--- src/rtl/psum_accum_writeback_pkg.sv ---
// psum_accum_writeback_pkg: shared sizes and FSM states for the partial-sum writeback stage
package psum_accum_writeback_pkg;
  localparam int PSUM_DWIDTH = 16;
  localparam int PSUM_TILE_LEN = 8;
  typedef enum logic [2:0] {PRIME, IDLE, FIRST, ACCUM, LAST, DRAIN} psum_state_e;
endpackage

--- src/rtl/psum_accum_writeback_add.sv ---
// psum_add: two's-complement adder with optional clamp to the signed DWIDTH range
module psum_add #(
  parameter int DWIDTH = 16,
  parameter bit SATURATE = 1'b0
) (
  input  logic [DWIDTH-1:0] a,
  input  logic [DWIDTH-1:0] b,
  output logic [DWIDTH-1:0] sum
);
  logic [DWIDTH:0] wide;
  logic ovf;
  always_comb begin
    wide = {a[DWIDTH-1], a} + {b[DWIDTH-1], b};
    ovf = wide[DWIDTH] ^ wide[DWIDTH-1];
    sum = (SATURATE && ovf) ? {wide[DWIDTH], {(DWIDTH-1){!wide[DWIDTH]}}} : wide[DWIDTH-1:0];
  end
endmodule

--- src/rtl/psum_accum_writeback.sv ---
// psum_accum_writeback: read-modify-write accumulation of K tiles through the partial-sum buffer
module psum_accum_writeback
  import psum_accum_writeback_pkg::*;
#(
  parameter int DWIDTH = PSUM_DWIDTH,
  parameter int TILE_LEN = PSUM_TILE_LEN,
  parameter int KW = 8,
  parameter bit SATURATE = 1'b0
) (
  input  logic              clk,
  input  logic              rst,
  input  logic              start,
  input  logic [KW-1:0]     k_tiles,
  output logic              busy,
  output logic              done,
  input  logic              in_valid,
  input  logic [DWIDTH-1:0] in_data,
  output logic              in_ready,
  output logic              buf_wr_en,
  output logic [DWIDTH-1:0] buf_din,
  input  logic              buf_full,
  output logic              buf_rd_en,
  input  logic [DWIDTH-1:0] buf_dout,
  input  logic              buf_empty,
  output logic              out_valid,
  output logic [DWIDTH-1:0] out_data,
  input  logic              out_ready
);
  localparam int WW = (TILE_LEN > 1) ? $clog2(TILE_LEN) : 1;
  psum_state_e state;
  logic primed;
  logic [KW-1:0] k_reg, tile_cnt;
  logic [WW-1:0] word_cnt;
  logic [DWIDTH-1:0] sum;
  logic accept, last_word, k_one, prime_rd;
  psum_add #(.DWIDTH(DWIDTH), .SATURATE(SATURATE)) u_add (.a(buf_dout), .b(in_data), .sum(sum));
  // the buffer swallows its first pop after reset, so PRIME spends one on an empty buffer
  always_comb begin
    k_one = k_reg == KW'(1);
    in_ready = state == FIRST ? !buf_full :
               state == ACCUM ? !buf_empty && !buf_full :
               state == LAST  ? (k_one || !buf_empty) && (!out_valid || out_ready) : 1'b0;
    accept = in_valid && in_ready;
    last_word = word_cnt == WW'(TILE_LEN - 1);
    prime_rd = state == PRIME && !primed && !rst;
    buf_wr_en = accept && (state == FIRST || state == ACCUM);
    buf_rd_en = prime_rd || (accept && (state == ACCUM || (state == LAST && !k_one)));
    buf_din = state == FIRST ? in_data : sum;
  end
  always_ff @(posedge clk) begin
    if (rst) begin
      state <= PRIME;
      primed <= 1'b0;
      busy <= 1'b0;
      done <= 1'b0;
      out_valid <= 1'b0;
      out_data <= '0;
      k_reg <= '0;
      tile_cnt <= '0;
      word_cnt <= '0;
    end else begin
      done <= 1'b0;
      if (accept && state == LAST) begin
        out_valid <= 1'b1;
        out_data <= k_one ? in_data : sum;
      end else if (out_ready) begin
        out_valid <= 1'b0;
      end
      if (accept) begin
        word_cnt <= last_word ? '0 : word_cnt + 1'b1;
        if (last_word) tile_cnt <= tile_cnt + 1'b1;
      end
      case (state)
        PRIME: begin
          primed <= 1'b1;
          state <= IDLE;
        end
        IDLE: if (start) begin
          if (k_tiles == '0) begin
            done <= 1'b1;
          end else begin
            k_reg <= k_tiles;
            tile_cnt <= '0;
            word_cnt <= '0;
            busy <= 1'b1;
            state <= k_tiles == KW'(1) ? LAST : FIRST;
          end
        end
        FIRST: if (accept && last_word) state <= k_reg == KW'(2) ? LAST : ACCUM;
        ACCUM: if (accept && last_word && tile_cnt == k_reg - KW'(2)) state <= LAST;
        LAST: if (accept && last_word) state <= DRAIN;
        DRAIN: if (out_valid && out_ready) begin
          busy <= 1'b0;
          done <= 1'b1;
          state <= IDLE;
        end
        default: state <= PRIME;
      endcase
    end
  end
endmodule

--- config.mk ---
export PLATFORM = sky130hd
export DESIGN_NAME = psum_accum_writeback
export DESIGN_NICKNAME = d
export VERILOG_FILES = /design/src/rtl/psum_accum_writeback_pkg.sv /design/src/rtl/psum_accum_writeback_add.sv /design/src/rtl/psum_accum_writeback.sv
export SDC_FILE = /design/constraint.sdc
export NUM_CORES = 1
export LEC_CHECK = 0
export CAP_MARGIN = 10
export CORE_MARGIN = 1
export CORE_UTILIZATION = 51
export DETAILED_ROUTE_END_ITERATION = 8
export GPL_ROUTABILITY_DRIVEN = 0
export GPL_TIMING_DRIVEN = 0
export PLACE_DENSITY = 0.88
export SLEW_MARGIN = 10
export SYNTH_ARGS = -nofsm -noshare
export SYNTH_HDL_FRONTEND = slang
export SYNTH_SLANG_ARGS = --single-unit
--- constraint.sdc ---
create_clock -name clk -period 5.2 [get_ports clk]
set_clock_uncertainty 0.2 [all_clocks]
set_input_delay 1.04 -clock clk [delete_from_list [all_inputs] [get_ports clk]]
set_output_delay 1.04 -clock clk [all_outputs]
set_load 0.01 [all_outputs]
==> results of run 1 <==
placed cells by master, fill, tap and decap left out, types with 7 or more instances in the layout:
cell type and n:
xor2_1 13, a21oi_1 37, inv_1 10, nand2_1 61, xnor2_1 13, nand3_1 7, a211oi_1 9, ha_1 19
mux2i_1 8, clkdlybuf4s50_1 80, nor3_1 8, clkbuf_1 15, o21ai_0 23, dfxtp_1 42, nor2_1 64
worst max-delay path, stage by stage:
cell and delay [ns]:
clkdlybuf4s50_1 0.44, ha_1 0.26, inv_1 0.09, fa_2 0.25, nor2b_4 0.05, o31a_1 0.30, o31a_1 0.35, o41a_1 0.44
buf_4 0.17, mux2i_1 0.12, xnor2_1 0.14, a21oi_1 0.16, clkbuf_2 0.15
power by group through the flow:
stage                     registers, mW  logic (mW)  clock network (mW)
after floorplan                   0.370       0.373                   0
after global placement            0.374       0.613                   0
after detailed placement          0.376       0.625                   0
after CTS                         0.368       0.634               0.215
after global routing              0.371       0.704               0.230
final                             0.368       0.644               0.219
per-layer routing:
layer	vias to the layer above	routed length [µm]	GRT usage, %
met1	1538	3958	36.96
met3	38	607	3.429
met2	186	4427	51.79
met4	0	328	13.82
li1	1658	-	-
met5	-	0	0
cells by family after synthesis:
kind of cell,count (synthesis)
AND/OR/NAND/NOR,180
XOR/XNOR,27
AO/OA/AOI/OAI,106
buffers and inverters,29
adder cells (fa/ha/maj),20
multiplexers,8
flip-flops,42
worst paths after layout:
check,end,slack (ns),cells after the start
worst max-delay path,buf_din[14],-0.002,13
worst min-delay path,out_data[15],0.26,2
worst max register to register,state[2],2.45,8
worst min register to register,out_data[15],0.26,2
area by class of cell:
type	instances	area, µm²	share of cell area, %
clock buffers	7	86.33	2.089
inverters	10	37.54	0.9083
flip-flops and latches	42	840.8	20.35
plain buffers	19	76.32	1.847
clock inverters	1	5.005	0.1211
well taps	72	90.09	2.180
multi-input cells	341	2127	51.47
repair buffers	88	869.6	21.04
timing repair:
action                     in CTS  in global routing
setup buffers                   2                  2
pin swaps                       1                  3
setup endpoints to repair       2                  6
gates resized for setup         3                  7
metrics by stage:
stage               power (mW)  instances  worst slack, ns
global placement        0.9869        568          -0.2306
finish                   1.232        580        -0.001829
detailed placement       1.001        568          -0.2765
floorplan               0.7437        412           0.9041
CTS                      1.217        578          -0.1202
global route             1.305        580          -0.1104
==> flow_results.org, run 1 <==
** Logic synthesis
- Cell types with the largest area share after synthesis :: dfxtp_1 (27%), nor2_1 (7.9%), ha_1 (7.8%)
- Among all flip-flop cells after synthesis, the most frequent one is dfxtp_1.
- The largest total area in the synthesized netlist belongs to dfxtp_1.
- Number of nets in the synthesized netlist :: roughly 480
- Post-Syn Area :: slightly above 0.003 mm²
- Number of library cell types mapped by synthesis :: 56
- Share of the synthesized area in the top cell type :: 27.50%
- Fraction of the mapped netlist area in compound gates :: a little over a fifth
- In this run the mean area of a mapped cell was 7.422 µm².
- Multiplexer share of the synthesized area :: 2.619%
- After Yosys synthesis, XOR and XNOR cells account for under 10% of the synthesized area.
- Yosys mapped a number of flops with a built-in enable equal to 0.
- Synth Area in Adders :: 8.429%
- After synthesis, the share of flip-flops with an asynchronous set or reset is 0%.
- Post-synthesis simple-gate area fraction :: between 20% and 30%
- Portion of the post-synthesis area used by sequential elements :: 27.50%
- Syn. warnings :: 0
- Most frequent cell after synthesis :: nor2_1
- Commonest cells in the netlist :: nor2_1 (64), nand2_1 (61), dfxtp_1 (42), a21oi_1 (37), o21ai_0 (23)
- In this run, synthesis produced a sequential element count of 42.
- Synthesis handed over a netlist of 412 instances.
- Largest family of logic cells by synthesized area :: simple AND/OR/NAND/NOR gates

** Clock network
- Hold-fix buffer count after cts :: 0
- Counting the buffers created by CTS gives 5.
- No sink is reached through more buffers than the 2 on the longest clock path.
- Clk Latency, worst-skew pair :: 0.30 ns
- TritonCTS clock tree :: yes
- Clock tree synthesis selected as its root buffer the cell clkbuf_8.
- For this design, the sink count on the clock tree is 42.
- In this run the number of H-tree levels came out at 2.
- Post-CTS clock slew at the launch and capture registers of the worst setup and hold paths :: roughly 0.07 ns

** Floorplan
- Boundary pin count :: 85
- Area of the die :: roughly 0.0063 mm²
- Core outline area :: 0.005642 mm²
- The die is between 70 and 80 µm wide.
- Site Rows :: 27
- In this run the vertical extent of the chip is 79.44 µm.
- The initial utilization of the core area, before any placement, comes to a little over half.

** STA
- Setup violations remaining at the end of the flow were counted as 1.
- For the pin with the worst max-slew slack, the measured transition is 0.5691 ns.
- The final-report max-slew violation count was 0.
- Final Cycle Share :: 100.0%
- Clock period minus worst slack :: ~5.2 ns
- Sum Neg Setup Slack :: -0.001829 ns
- Setup repair after global routing could not meet its margin everywhere.
- Fmax :: around 0.19 GHz
- Final count of hold timing violations :: 0
- Headroom to the max-slew limit :: between 60% and 70%
- In the post-route analysis, the smallest setup slack over all paths is -0.001829 ns.
- Hold Worst Slack :: between 0.2 and 0.3 ns

** Global route
- In the global route stage, overall resource usage came out at around 30%.
- Largest net degree at the start of global routing :: 13
- The first global-routing pass estimated 14960 µm of wire.
- The number of global-route vias before repair came to about 3300.
- Grt total ovfl :: 0
- Number of antenna violations at the first check in global routing :: 0

** Finish
- Final Util :: 73.25%
- After filler insertion, the fill cell instance count of the layout stands at roughly 440.
- For this run, the post-layout net count is 574.
- From synthesis to final layout, the design area changed by 35.15%.
- Count of inserted antenna diode cells :: 0
- Summing all non-filler instances in the final layout gives an area of 0.004133 mm².
- The register with the most flip-flops in the layout has 16 of them.
- Proportion of layout cells with a drive suffix above 1 :: under 10%

** Worst setup path
- Signal arrival time at the worst endpoint :: roughly 4.0 ns
- STA classifies the critical path startpoint as an input pin.
- STA classifies the critical path endpoint as an output port.
- Worst-path fanout max :: 4
- For the worst setup path, the data required time is around 4.0 ns.
- Reg-to-reg startpoint :: state[1]
- Crit path from :: in_data[0]
- Start-to-end type of the worst setup path :: in -> out

** Pwr
- Sequential cells burn between 20% and 30% of the power.
- The clock network accounts for around 18% of the total power.
- Sw frac :: 39.50%
- In this run the power density over the cells is slightly below 300 mW/mm².
- Peak supply drop :: between 0.15 and 0.2 mV
- Combinational logic burns 52.3% of the power.
- In this run the power spent charging and discharging nets is between 400 and 500 µW.
- P_leak :: ~1.7 nW
- The internal portion of the total power is 745.1 µW.

** Detailed routing
- Before antenna repair, the detailed router went through 7 iterations.
- The detail route stage leaves a number of antenna-violating nets equal to 0.
- Via count normalized by instance count :: around 6
- Detailed Route WL :: ~9300 µm
- Summing over every cut layer, the via total after detailed routing is around 3400.
- Number of remaining DRC errors :: 0
- Dividing the detail-routed wire length by the instance count gives 16.07 µm.
- For this block, the initial DRC count from the detailed router was approximately 210.

** Worst hold path
- The worst hold path begins at out_data[15].
- Min-delay worst type :: reg -> reg

** Placement
- The placed instances occupy a cell area of 0.003989 mm².
- Detailed Place HPWL :: between 7000 and 8000 µm
- In this run the tool buffered the top-level ports with between 80 and 90 buffer cells.

** Outcome
- The flow ran to the end, but the final reports show violations.
- The final reports fail on setup timing.

** Job
- The tool flagged a number of max-cap violations equal to 0.
Power figures use the tool's default switching activity.
==> run 2: changes to the inputs <==
- ABC_AREA: default -> 1
- CORE_MARGIN: 1 -> 5
- PLACE_DENSITY: 0.88 -> 0.87
==> flow_results.org, run 2 <==
** Outcome
- Status :: complete, no violations

** Finish
- Compared with the post-synthesis result, the final layout area differs by 32.37%.
- Proportion of layout cells with a drive suffix above 1 :: approximately 6.9%
- Post-layout net count :: 671
- Number of flip-flops under the largest register name :: 16
- With fillers left out, the area of the finished cells amounts to 0.004374 mm².
- Count of inserted antenna diode cells :: 0
- The layout has 550 filler cells.
- Storage element area :: 840.8 µm²
- Commonest cells after routing, fill and taps aside :: nand2_1 (139), clkdlybuf4s50_1 (83), inv_1 (54), a21oi_1 (53), dfxtp_1 (42)
- The library cell used most frequently in the layout, excluding fill and tap cells, is nand2_1.
- The multi-input combinational cells in the finished layout cover a total of ~0.0021 mm².
- Final Util :: 69.28%

** Global route
- Number of antenna violations at the first check in global routing :: 0
- The first global-routing pass estimated about 16000 µm of wire.
- Met3 Track Usage GR :: 5.333%
- Entering global routing, the biggest net connects 14 pins.
- The number of global-route vias before repair is ~3800.
- Tot GR Track Use :: 23.32%
- Layer carrying the most global-route usage :: met2
- Grt total ovfl :: 0
- In the global route stage, met2 resource usage came out at between 40% and 50%.
- For met1 alone, demand over resource in global routing was a little over a quarter.

** Placement
- Detailed placement ended at an HPWL of between 7000 and 8000 µm.
- Total placed instance area :: approximately 0.0042 mm²
- In this run the tool buffered the top-level ports with 83 buffer cells.

** Floorplan
- Row generation in the floorplan step produced 29 rows.
- For this configuration, the core starts out at a cell density of a little over half.
- Vert. Die Dim :: 90.50 µm
- Boundary pin count :: between 80 and 90
- The floorplan step defined a die boundary enclosing 0.008189 mm².
- Die extent in x :: 90.50 µm
- After floorplanning, the core was sized to cover roughly 0.0063 mm².

** STA
- Number of endpoints failing setup at the final stage :: 0
- RSZ-0062 raised after global routing :: no
- Headroom to the max-slew limit :: 65.17%
- For the finished layout, the period the worst path requires is 4.981 ns.
- Final count of hold timing violations :: 0
- Fmax :: ~0.2 GHz
- At the pin with the least slew margin, the transition time is 0.5206 ns.
- Hold Worst Slack :: around 0.26 ns
- Of the available clock period, the critical path in the final layout requires a little over nine tenths.
- Sum Neg Setup Slack :: 0 ns
- Final Max Slew Viols :: 0

** Clock network
- TritonCTS built the clock tree.
- Hold-fix buffer count after cts :: 0
- For this design, the sink count on the clock tree is 42.
- Total of cells resized after clock tree synthesis :: 0
- In this run the post-CTS setup repair buffer count came out at 0.
- TritonCTS buffer count :: 5
- Clock-pin slew was measured on the worst setup and hold paths at around 0.080 ns.
- Clk Tree Root Cell :: clkbuf_8
- Maximum number of buffers from clock root to sink :: 2
- The clock reaches the later pin of the worst-skew pair after ~0.30 ns.
- Deepest level of the CTS H-tree :: 2

** Job
- Max Cap Viol :: 0

** Logic synthesis
- Syn. warnings :: 0
- Cell types with the largest area share after synthesis :: dfxtp_1 (25%), nand2_1 (16%), a21oi_1 (8.0%)
- Number of library cell types mapped by synthesis :: ~40
- The biggest area contributor in the post-synthesis netlist is dfxtp_1.
- Synthesis inferred between 40 and 50 register bits.
- In the synthesized netlist the dominant register cell turns out to be dfxtp_1.
- Summed over its instances, the top area cell type makes up about a quarter of the synthesized netlist area.
- Post-Syn Area :: 0.003304 mm²
- For this run, asynchronously set or reset flops after synthesis account for 0%.
- Commonest cells in the netlist :: nand2_1 (139), inv_1 (54), a21oi_1 (53), dfxtp_1 (42)
- Synthesis produced about 510 cells.
- Counting flops with a built-in enable in the synthesized netlist gives 0.
- Synthesis produced a netlist with a net count of between 500 and 600.
- Most frequent cell after synthesis :: nand2_1
- Summing the sequential cell areas from Yosys gives between 20% and 30% of the chip area.
- Each instance of the synthesized netlist takes up on average roughly 6.4 µm².

** Worst hold path
- The tightest min-delay check is of the reg -> reg type.

** Detailed routing
- Dividing the detail-routed via count by the number of cells gives roughly 5.5.
- First-pass iteration count of the detailed router :: 5
- Number of routed nets with antenna violations :: 0
- Routed WL per cell :: between 10 and 15 µm
- After detailed routing, the number of remaining DRC violations is 0.
- Across all layers, the routed design uses between 3000 and 4000 vias.
- Detailed Route WL :: 9646 µm
- Number of DRC markers in iteration 0 :: about 140

** Worst setup path
- Start-to-end type of the worst setup path :: in -> out
- The worst setup path is launched from an input pin.
- Signal arrival time at the worst endpoint :: 3.74 ns
- Required @ worst endpoint :: 3.96 ns
- In this run the worst path has a maximum fanout of 4.
- STA classifies the critical path endpoint as an output port.

** Pwr
- Summed over all cells, the static leakage comes to approximately 2.1 nW.
- The design draws between 1.5 and 2 mW.
- In this run the power density over the cells is 343.7 mW/mm².
- Peak supply drop :: roughly 0.25 mV
[run 2: stage by stage]
stage / setup WS, ns / cells
2_1_floorplan: 1.469 / 514
3_3_place_gp: 0.2623 / 674
3_5_place_dp: 0.2358 / 674
4_1_cts: 0.2294 / 682
5_1_grt: 0.04106 / 682
6_report: 0.2187 / 682
[run 2: critical path: stages]
cell,delay [ns]
clkdlybuf4s50_1,0.51
ha_1,0.23
inv_1,0.07
fa_1,0.40
o21ai_1,0.28
nand2_1,0.08
nand2_1,0.16
a21oi_1,0.11
or2_1,0.23
nand3_1,0.10
nand2_1,0.06
clkdlybuf4s50_1,0.48
[run 2: final timing paths]
path	depth (start not counted)	endpoint	startpoint	slack [ns]
worst max-delay path	12	buf_din[10]	in_data[0]	0.22
worst max register to register	14	state[2]	k_reg[1]	3.06
worst min register to register	2	primed	primed	0.26
worst min-delay path	2	primed	primed	0.26
[run 2: kinds of logic (layout without fill, tap and decap cells)]
family / Yosys count / after routing / synth area share [%]
simple gates: 248 / 248 / 33.55
buf+inv: 74 / 165 / 9.769
compound gates: 117 / 117 / 19.99
fa+ha+maj: 20 / 20 / 7.800
xor+xnor: 13 / 13 / 3.446
flops: 42 / 42 / 25.45
[run 2: final cells by class]
cell class	instances	share of cell area [%]
inverter	62	5.320
buffer	12	2.059
clock buffer	6	1.888
sequential	42	19.22
timing repair buffer	83	18.99
multi-input combinational	398	48.94
tap	77	2.203
clock inverter	2	1.373
[run 2: power by group]
group	leakage (nW)	total, mW	switching [mW]	internal (mW)
logic	1.66	0.791	0.452	0.339
clock network	0.0714	0.320	0.115	0.205
registers	0.340	0.392	0.0346	0.358
total	2.07	1.50	0.602	0.901
[run 2: per-layer routing]
metal / up-vias / share of wire (%) / wire length [µm]
met5: - / 0 / 0
met4: 0 / 2.0 / 193
met3: 19 / 7.5 / 726
met2: 163 / 51 / 4873
met1: 1696 / 40 / 3852
li1: 1879 / - / -
